==> src/rtl/dmem_arbiter.sv <==
// rtl/dmem_arbiter.sv - data RAM arbiter between CPU data port and one peripheral master
//
// Purpose: shares a single-port, 1-cycle synchronous-read data RAM between the
// processor data port (fixed priority) and one peripheral master. A starvation
// counter forces one peripheral slot, stalling the CPU for that cycle.
//
// Ports:
//   clock, reset                      clock, synchronous active-high reset
//   cpu_en/cpu_wren/cpu_addr/cpu_data CPU access request (load/store)
//   cpu_q, cpu_stall                  CPU load data, CPU hold request
//   per_req/per_wren/per_addr/per_data peripheral request, held until per_ack
//   per_ack, per_q, per_qvalid        peripheral grant, read data and strobe
//   ram_wen/ram_addr/ram_din/ram_dout RAM port (wEn/addr/dataIn/dataOut)
//   stat_per_grants, stat_stalls      16-bit wrapping counters (ARB_STATS_EN only)
//
// Optional feature macro: ARB_STATS_EN (adds the two statistics outputs).

module dmem_arbiter #(
    parameter int STARVE_LIMIT = 8,
    parameter int AW           = 12,
    parameter int DW           = 32
) (
    input  logic          clock,
    input  logic          reset,
    input  logic          cpu_en,
    input  logic          cpu_wren,
    input  logic [AW-1:0] cpu_addr,
    input  logic [DW-1:0] cpu_data,
    output logic [DW-1:0] cpu_q,
    output logic          cpu_stall,
    input  logic          per_req,
    input  logic          per_wren,
    input  logic [AW-1:0] per_addr,
    input  logic [DW-1:0] per_data,
    output logic          per_ack,
    output logic [DW-1:0] per_q,
    output logic          per_qvalid,
    output logic          ram_wen,
    output logic [AW-1:0] ram_addr,
    output logic [DW-1:0] ram_din,
    input  logic [DW-1:0] ram_dout
`ifdef ARB_STATS_EN
    ,
    output logic [15:0]   stat_per_grants,
    output logic [15:0]   stat_stalls
`endif
);

    localparam logic [7:0] LIMIT = 8'(STARVE_LIMIT);

    typedef enum logic [1:0] {
        OWN_NONE = 2'd0,
        OWN_CPU  = 2'd1,
        OWN_PER  = 2'd2
    } owner_t;

    logic [7:0]    wait_cnt_q, wait_cnt_d;
    owner_t        owner_q, owner_d;
    logic [DW-1:0] cpu_hold_q, cpu_hold_d;
    logic [DW-1:0] per_hold_q, per_hold_d;

    logic force_grant;
    logic grant_cpu;
    logic grant_per;

    // Grant decision. Gated by reset so nothing reaches the RAM while in reset
    // and a pending peripheral request is not acked (it is dropped).
    always_comb begin
        force_grant = per_req && (wait_cnt_q == LIMIT);
        grant_per   = !reset && (force_grant || (!cpu_en && per_req));
        grant_cpu   = !reset && cpu_en && !force_grant;
        per_ack     = grant_per;
        cpu_stall   = !reset && force_grant && cpu_en;
    end

    // RAM mux: idle cycles park the address on the CPU port with writes off.
    always_comb begin
        if (grant_per) begin
            ram_addr = per_addr;
            ram_din  = per_data;
            ram_wen  = per_wren;
        end else begin
            ram_addr = cpu_addr;
            ram_din  = cpu_data;
            ram_wen  = grant_cpu && cpu_wren;
        end
    end

    // Read data steering: the RAM output belongs to whoever read last cycle;
    // each master otherwise sees its own held copy, so a peripheral read never
    // disturbs cpu_q.
    always_comb begin
        cpu_q      = (owner_q == OWN_CPU) ? ram_dout : cpu_hold_q;
        per_q      = (owner_q == OWN_PER) ? ram_dout : per_hold_q;
        per_qvalid = (owner_q == OWN_PER);
        cpu_hold_d = cpu_q;
        per_hold_d = per_q;
    end

    always_comb begin
        wait_cnt_d = wait_cnt_q;
        if (per_ack || !per_req) begin
            wait_cnt_d = 8'd0;
        end else if (wait_cnt_q < LIMIT) begin
            wait_cnt_d = wait_cnt_q + 8'd1;
        end

        owner_d = OWN_NONE;
        if (grant_cpu && !cpu_wren) begin
            owner_d = OWN_CPU;
        end else if (grant_per && !per_wren) begin
            owner_d = OWN_PER;
        end
    end

    always_ff @(posedge clock) begin
        if (reset) begin
            wait_cnt_q <= 8'd0;
            owner_q    <= OWN_NONE;
            cpu_hold_q <= '0;
            per_hold_q <= '0;
        end else begin
            wait_cnt_q <= wait_cnt_d;
            owner_q    <= owner_d;
            cpu_hold_q <= cpu_hold_d;
            per_hold_q <= per_hold_d;
        end
    end

`ifdef ARB_STATS_EN
    logic [15:0] stat_per_grants_q;
    logic [15:0] stat_stalls_q;

    always_ff @(posedge clock) begin
        if (reset) begin
            stat_per_grants_q <= 16'd0;
            stat_stalls_q     <= 16'd0;
        end else begin
            stat_per_grants_q <= stat_per_grants_q + {15'd0, per_ack};
            stat_stalls_q     <= stat_stalls_q + {15'd0, cpu_stall};
        end
    end

    assign stat_per_grants = stat_per_grants_q;
    assign stat_stalls     = stat_stalls_q;
`endif

endmodule

==> config.mk <==
export PLATFORM = sky130hd
export DESIGN_NAME = dmem_arbiter
export DESIGN_NICKNAME = d
export VERILOG_FILES = /design/src/rtl/dmem_arbiter.sv
export SDC_FILE = /design/constraint.sdc
export NUM_CORES = 1
export LEC_CHECK = 0
export BUFFER_PORTS_ARGS = -buffer_cell sky130_fd_sc_hd__buf_2
export CAP_MARGIN = 0
export CORE_MARGIN = 5
export CORE_UTILIZATION = 35
export DETAILED_ROUTE_END_ITERATION = 6
export MAX_ROUTING_LAYER = met4
export PLACE_DENSITY = 0.69
export SLEW_MARGIN = 10
export SYNTH_ARGS = -nofsm -noshare
export SYNTH_HDL_FRONTEND = slang
export SYNTH_SLANG_ARGS = --single-unit
==> constraint.sdc <==
create_clock -name clock -period 3.06 [get_ports clock]
set_input_delay 0.765 -clock clock [delete_from_list [all_inputs] [get_ports clock]]
set_output_delay 0.765 -clock clock [all_outputs]
set_load 0.02 [all_outputs]
# Word-level counts from Yosys, hierarchy flattened
# Index checks and enable logic that the tools add are counted.
word_totals:
  ff_bits: 74
  out_inout_bits: 112
classes:
  add_sub_neg: 1
  n_lt_le_gt_ge: 1
  n_eq_ne: 3
  n_mux: 7
  reduce_logical: 20
ops:
  columns: ["cell", "n"]
  rows:
  - ["$mux W32", 3]
  - ["$mux W12", 1]
  - ["$logic_and A1 B1 Y1", 10]
  - ["$add A8 B1 Y8 const B", 1]
  - ["$eq A8 B4 Y1 const B", 1]
  - ["$lt A8 B4 Y1 const B", 1]
  - ["$logic_not A1 Y1", 6]
  - ["$reduce_or A2 Y1", 2]
  - ["$eq A2 B1 Y1 const B", 1]
  - ["$eq A2 B2 Y1 const B", 1]
  - ["$logic_or A1 B1 Y1", 2]
  - ["$mux W1", 2]
  - ["$mux W2", 1]

# Depth between registers and ports, before layout
# Gate-level depths: netlist (run 1).
depth:
  ltp_word: 7
  mapped_depth: 7
  mapped_depth_nobuf: 6

# Worst setup path after synthesis (run 1)
# Ideal clock, no wire load.
synth_timing:
  path_type: "input-to-output"
  start: "input per_req"
  end: "output ram_addr[0]"
  arrival_time_ns: 1.760
  required_ns: 2.295
  slack_ns: 0.535
  cell_stages: 5
  n_path_buf: 2
  path_cell_list: "nor2b_1 clkbuf_1 nand2_4 buf_6 mux2_4"
synth_between:
  elab_chain_len: 4
synth_rtl:
  columns: ["element", "line_no", "text"]
  rows:
  - ["start: declaration", "31", "input logic per_req,"]
  - ["$logic_and A1 B1 Y1 (on tied branches)", "69, 70", null]
  - ["$logic_or A1 B1 Y1 (*)", "70", "grant_per = !reset && (force_grant || (!cpu_en && per_req));"]
  - ["$logic_and A1 B1 Y1 (*)", "70", null]
  - ["$mux W12 (*)", "78", "if (grant_per) begin"]
  - ["end: declaration", "39", "output logic [AW-1:0] ram_addr,"]
# Mark *: on every way between the ends. The rest lies on a longest branch, timed or not.

# Worst setup path after layout (run 1)
layout_timing:
  start: "register wait_cnt_q[7]"
  end: "output ram_addr[9]"
layout_between:
  elab_chain_len: 5
layout_rtl:
  columns: ["element", "line_no", "text"]
  rows:
  - ["start: declaration", "57", "logic [7:0] wait_cnt_q, wait_cnt_d;"]
  - ["start signal: assignment", "123", "wait_cnt_q <= wait_cnt_d;"]
  - ["$eq A8 B4 Y1", "69", "force_grant = per_req && (wait_cnt_q == LIMIT);"]
  - ["$logic_and A1 B1 Y1", "69", null]
  - ["$logic_or A1 B1 Y1", "70", null]
  - ["$logic_and A1 B1 Y1", "70", null]
  - ["$mux W12", "78", null]
# Every way passes these cells.

==> summary.md, run 1 <==
| Metric | Value |
|---|---|
| Largest net degree at the start of global routing | 67 |
| Area grow syn2layout | 44.16% |
| Average wire per standard cell | 15.26 µm |
| Syn Std Cell Area | 3587 µm² |
| Tightest Pin Transition | 670.5 ps |
| Total power draw | 2.200 mW |
| Fmax | 336.7 MHz |
| Number of buffers created by CTS | 9 |
| Total Nets Final | 669 |
| Port Buffers | 237 |
| Reg-to-reg slack, setup | 1410 ps |
| RR Startpoint | wait_cnt_q[7] |
| Critical-path maximum fanout | 17 |
| Yosys warns | 0 |
| Clock slew at reported path FFs | 80 ps |
| Syn Area/Cell | 11.84 µm² |
| Worst Hold Path EP | wait_cnt_q[7] |
| Final Core Density | 0.5101 |
| Status | finished clean |
| GRT Resource Usage Total | 0.1713 |
| CTS Hold Buffers Added | 0 |
| CTS tree | built |
| Pwr dens | 425.4 nW/µm² |
| Gate power share | 0.217 |
| Initial core utilization | 0.3538 |
| Final Hold Viols | 0 |
| Hold Path Stages | 1 |
| Cells after synthesis | 303 |
| Worst-case clock skew | 8.791 ps |
| Fill cells | 964 |
| Vias in the first global route | 3496 |
| Setup violations, final | 0 |
| Worst Path Arrival | 2210 ps |
| #FFs+latches synth | 74 |
| Total Die Area | 12370 µm² |
| Sequential fraction of the synthesis area | 0.4130 |
| Router iterations before antenna repair | 4 |
| Final Max Tran Viols | 0 |
| Die Width | 111.2 µm |
| Required time of the critical path | 2290 ps |
| Origin of the worst min-delay path | wait_cnt_q[7] |
| Clock power share | 0.332 |
| Skew-Pair Late Insertion Delay | 340 ps |
| Initial antenna violation count | 0 |
| Crit path time final | 2970 ps |
| Layout cells sized above 1 | 0.6703 |
| Rows | 37 |
| Crit. Startpoint | wait_cnt_q[7] |
| Post-synth net total | 431 |
| Htree depth | 3 |
| Placement Setup Slack | 259.0 ps |
| GP Congestion | 0.9021 |
| Int Power | 1.595 mW |
| Post-route setup slack | 89.86 ps |
| Slew HR | 0.5530 |
| FF-to-FF path depth | 4 |
| TNS Setup | 0 ps |
| RSZ-0062 raised after global routing | false |
| Sequential share of power | 0.451 |
| Most frequent cells in the layout | buf_2 (237), dfxtp_1 (74), nor2b_1 (66) |
| Sw Ratio | 0.2751 |
| Drt via density | 4.589 |
| CTS Buffer Depth | 2 |
| Fin crit share | 0.9706 |
| Core area | 10140 µm² |
| Clk sink count | 74 |
| R2R Path End | wait_cnt_q[3] |
| ANT cells | 0 |
| Vias after detailed routing | 3130 |
| VDD IR-drop max | 0.1986 mV |
| HP Class | reg2reg |
| Die Ht | 111.2 µm |
| Global route total overflow | 0 |
| Wire length of the first global-routing pass | 16.90 mm |
| WL final | 10.41 mm |
| # IOs | 238 |
| Root buffer cell | clkbuf_8 |
| Pleak | 2.788 nW |
| Worst Setup End Kind | primary output |
| Starting DRC count in detailed routing | 89 |
| Post-synth cell types | 29 |
| Commonest non-fill, non-tap cell in the layout | buf_2 |
| Remaining DRCs | 0 |
| Hold WS | 483.4 ps |
| Post-route ant nets | 0 |
| Switching power | 605.2 µW |
| Kind of critical path | reg2out |
| CP startpoint kind | flip-flop |
| Max_cap viols | 0 |
| Dpl hpwl | 8.339 mm |
timing repair:
action | CTS | global route
resized for setup | 0 | 0
setup endpoints to repair | 32 | 34
pin swaps | 1 | 1
setup buffers | 2 | 1
layout make-up:
type / count / area, µm² / area share
sequential: 74 / 1481 / 0.2865
timing repair buffer: 248 / 1319 / 0.2550
inverter: 3 / 11.26 / 0.002178
multi-input combinational: 205 / 1994 / 0.3857
clock buffer: 10 / 127.6 / 0.02468
tap: 136 / 170.2 / 0.03291
clock inverter: 6 / 67.56 / 0.01307
metal layers:
metal  part of all wire  GRT usage
met1               0.40     0.1864
met2               0.51     0.2947
met3              0.069    0.05131
met4              0.028    0.06407
met5                  0          -
worst max-delay path, stage by stage (launching register included):
cell     delay [ps]
dfxtp_1         310
or4_1           560
o21ai_2         210
nand2_4         120
buf_12          190
mux2_4          310
buf_2           160
cells by family after synthesis:
family | after synthesis | share of synthesized area
buffers and inverters | 24 | 0.03383
XOR/XNOR | 2 | 0.004884
multiplexers | 108 | 0.3788
AO/OA/AOI/OAI | 7 | 0.01500
adder cells (fa/ha/maj) | 2 | 0.006975
AND/OR/NAND/NOR | 86 | 0.1475
flip-flops | 74 | 0.4130
power by group through the flow:
stage / Clock (mW) / Sequential [mW] / Combinational [mW]
2_1_floorplan: 0 / 1.01 / 0.284
4_1_cts: 0.767 / 0.993 / 0.481
3_5_place_dp: 0 / 1.02 / 0.476
3_3_place_gp: 0 / 1.01 / 0.468
6_report: 0.730 / 0.993 / 0.477
5_1_grt: 0.815 / 0.995 / 0.512
flip-flops by register name (all words and copies together), names as in the netlist:
register / count
owner_q: 2
cpu_hold_q: 32
per_hold_q: 32
wait_cnt_q: 8
worst max path at each step:
stage,slack (ps),end,depth (start not counted)
after floorplan,530,ram_addr[0],5
after global routing,7,ram_din[3],6
after detailed placement,260,ram_addr[9],6
after global placement,260,ram_addr[9],6
final,90,ram_addr[9],6
after CTS,30,ram_addr[9],6
metrics by stage:
step | instance area (µm²) | std cells
final | 5171 | 682
after global routing | 5171 | 682
after CTS | 5164 | 681
after detailed placement | 4941 | 663
after global placement | 4941 | 663
after floorplan | 3587 | 303
cells in the mapped netlist, drive strengths merged:
master	count	area share
a21boi	1	0.0021
a21oi	1	0.0014
a32o	1	0.0028
and3	5	0.0087
buf	8	0.017
clkbuf	13	0.014
dfxtp	74	0.41
ha	2	0.0070
inv	3	0.0031
mux2	108	0.38
nand2	2	0.0042
nand2b	1	0.0017
nand3	1	0.0014
nand3b	1	0.0021
nor2	6	0.0063
nor2b	67	0.12
nor3b	2	0.0042
o211ai	1	0.0021
o21ai	2	0.0038
o21ba	1	0.0028
or4	1	0.0021
xnor2	2	0.0049
Power figures use the tool's default switching activity.
==> run 2: changes to the inputs <==
==> constraint.sdc (replaced) <==
create_clock -name clock -period 3.06 [get_ports clock]
set_input_delay 0.765 -clock clock [delete_from_list [all_inputs] [get_ports clock]]
set_output_delay 0.765 -clock clock [all_outputs]
set_load 0.1 [all_outputs]
==> run 2 against run 1 <==
Combinational power rose by 140%; flip-flop and latch count did not move; count of clock-buffer cells in the layout rose by 1; clock power rose by 27%; register-to-register slack got worse by 30 ps; clock skew fell by 4.6 ps; first-iteration DRC count rose by 25%; utilization rose by 7.0 points; power rose by 39%; critical path depth did not move.
==> summary.md, run 2 (synthesized netlist as in run 1, its figures left out) <==
| Metric | Value |
|---|---|
| Status | finished clean |
| Top delay family on crit path | simple AND/OR/NAND/NOR gates |
| Skew-Pair Late Insertion Delay | 340 ps |
| Fmax | 335.3 MHz |
| Global route total overflow | 0 |
| Setup violations, final | 0 |
| Initial antenna violation count | 1 |
| Router iterations before antenna repair | 4 |
| # IOs | 238 |
| Total power draw | 3.055 mW |
| Reg area | 1481 µm² |
| Required time of the critical path | 2290 ps |
| Wire length of the first global-routing pass | 17.29 mm |
| Worst Path Arrival | 2220 ps |
| CP startpoint kind | flip-flop |
| CTS tree | built |
| Die Width | 111.2 µm |
| GP Congestion | 0.9795 |
| Die Ht | 111.2 µm |
| Remaining DRCs | 0 |
| Port Buffers | 237 |
| Final Max Tran Viols | 0 |
| Slowest stage cell, crit path | or4_4 |
| CTS Hold Buffers Added | 0 |
| Number of buffers created by CTS | 9 |
| GRT Resource Usage Total | 0.1794 |
| Area grow syn2layout | 64.00% |
| Clk sink count | 74 |
| Most frequent cells in the layout | buf_2 (192), dfxtp_1 (74), nor2b_1 (66) |
| Crit path time final | 2983 ps |
| CTS Buffer Depth | 2 |
| VDD IR-drop max | 0.2944 mV |
| CP Cell Sequence | or4_4 > o21ai_4 > nand2_4 > buf_12 > mux2_1 > buf_6 |
| Pwr dens | 519.3 nW/µm² |
| Fin crit share | 0.9747 |
| Final Hold Viols | 0 |
| WL final | 11.13 mm |
| Starting DRC count in detailed routing | 111 |
| Rows | 37 |
| Vias in the first global route | 3285 |
| Htree depth | 3 |
| Worst Setup End Kind | primary output |
| CP Buf/Inv Count | 2 |
| Slew HR | 0.5763 |
| HP Class | reg2reg |
| Kind of critical path | reg2out |
| Post-route ant nets | 0 |
| Layout cells sized above 1 | 0.6826 |
| Critical-path maximum fanout | 19 |
| Multi-input logic area | 2006 µm² |
| Initial core utilization | 0.3538 |
| Root buffer cell | clkbuf_8 |
| TNS Setup | 0 ps |
| Total Die Area | 12370 µm² |
| Core area | 10140 µm² |
| Commonest non-fill, non-tap cell in the layout | buf_2 |
| Fill cells | 875 |
| Worst-case clock skew | 4.146 ps |
| Vias after detailed routing | 3113 |
| Slowest stage delay, CP | 560 ps |
| Total Nets Final | 668 |
| RSZ-0062 raised after global routing | false |
| Drt via density | 4.565 |
| Largest net degree at the start of global routing | 66 |
| Dpl hpwl | 9.037 mm |
| Pleak | 3.053 nW |
| Tightest Pin Transition | 635.5 ps |
| Average wire per standard cell | 16.32 µm |
| Clock slew at reported path FFs | 70 ps |
| Leading registers by flop count | cpu_hold_q: 32 flops, per_hold_q: 32 flops, wait_cnt_q: 8 flops |
| Max_cap viols | 0 |
-- run 2: changes by cell type in the layout (fill, tap and decap cells not counted), sizes merged --
cell,delta
clkbuf,+1
clkinvlp,-2
buf,-1
bufinv,+2
diode,+1
clkinv,-1
-- run 2: per-layer routing --
| layer | vias up | global-route usage | part of all wire |
|---|---|---|---|
| li1 | 1503 | - | - |
| met1 | 1471 | 0.2055 | 0.41 |
| met2 | 120 | 0.3024 | 0.51 |
| met3 | 19 | 0.05622 | 0.066 |
| met4 | 0 | 0.05109 | 0.016 |
| met5 | - | - | 0 |
-- run 2: worst paths after layout --
kind | cells after the start | slack (ps) | startpoint | end
worst max-delay path | 6 | 80 | wait_cnt_q[7] | ram_addr[11]
worst min-delay path | 1 | 490 | wait_cnt_q[4] | wait_cnt_q[4]
worst max register to register | 5 | 1380 | wait_cnt_q[7] | wait_cnt_q[2]
worst min register to register | 1 | 490 | wait_cnt_q[4] | wait_cnt_q[4]
-- run 2: worst register-to-register path, cell delays in order (launching register included) --
cell and delay [ps]:
dfxtp_1 320, or4_4 560, buf_4 180, nor3b_1 280, xnor2_1 170, nor2_1 60
-- run 2: layout make-up --
class                   count  area share
clock inverters             5     0.01701
diodes                      1   0.0004254
clock buffers              11     0.02573
multi-input cells         205      0.3409
repair buffers            247      0.3333
well taps                 136     0.02892
flip-flops and latches     74      0.2518
inverters                   3    0.001914
-- run 2: through the flow --
stage,std cells,area [µm²],util,worst slack [ps],hold WS (ps)
detailed placement,664,5534,0.5458,239.4,471.5
global route,682,5883,0.5803,1.779,510.4
finish,682,5883,0.5803,77.37,492.9
global placement,664,5534,0.5458,265.7,457.9
floorplan,303,3588,-,241.3,443.4
CTS,681,5812,0.5732,5.242,483.3
-- run 2: repair_timing --
action | CTS | global route
gates resized for setup | 7 | 21
setup endpoints to repair | 6 | 17
buffers inserted | 1 | 0
pin swaps | 1 | 1
-- run 2: power by group --
part	switching, mW	internal, mW
clock	0.343	0.583
sequential	0.00619	0.987
combinational	0.775	0.361
total	1.12	1.93
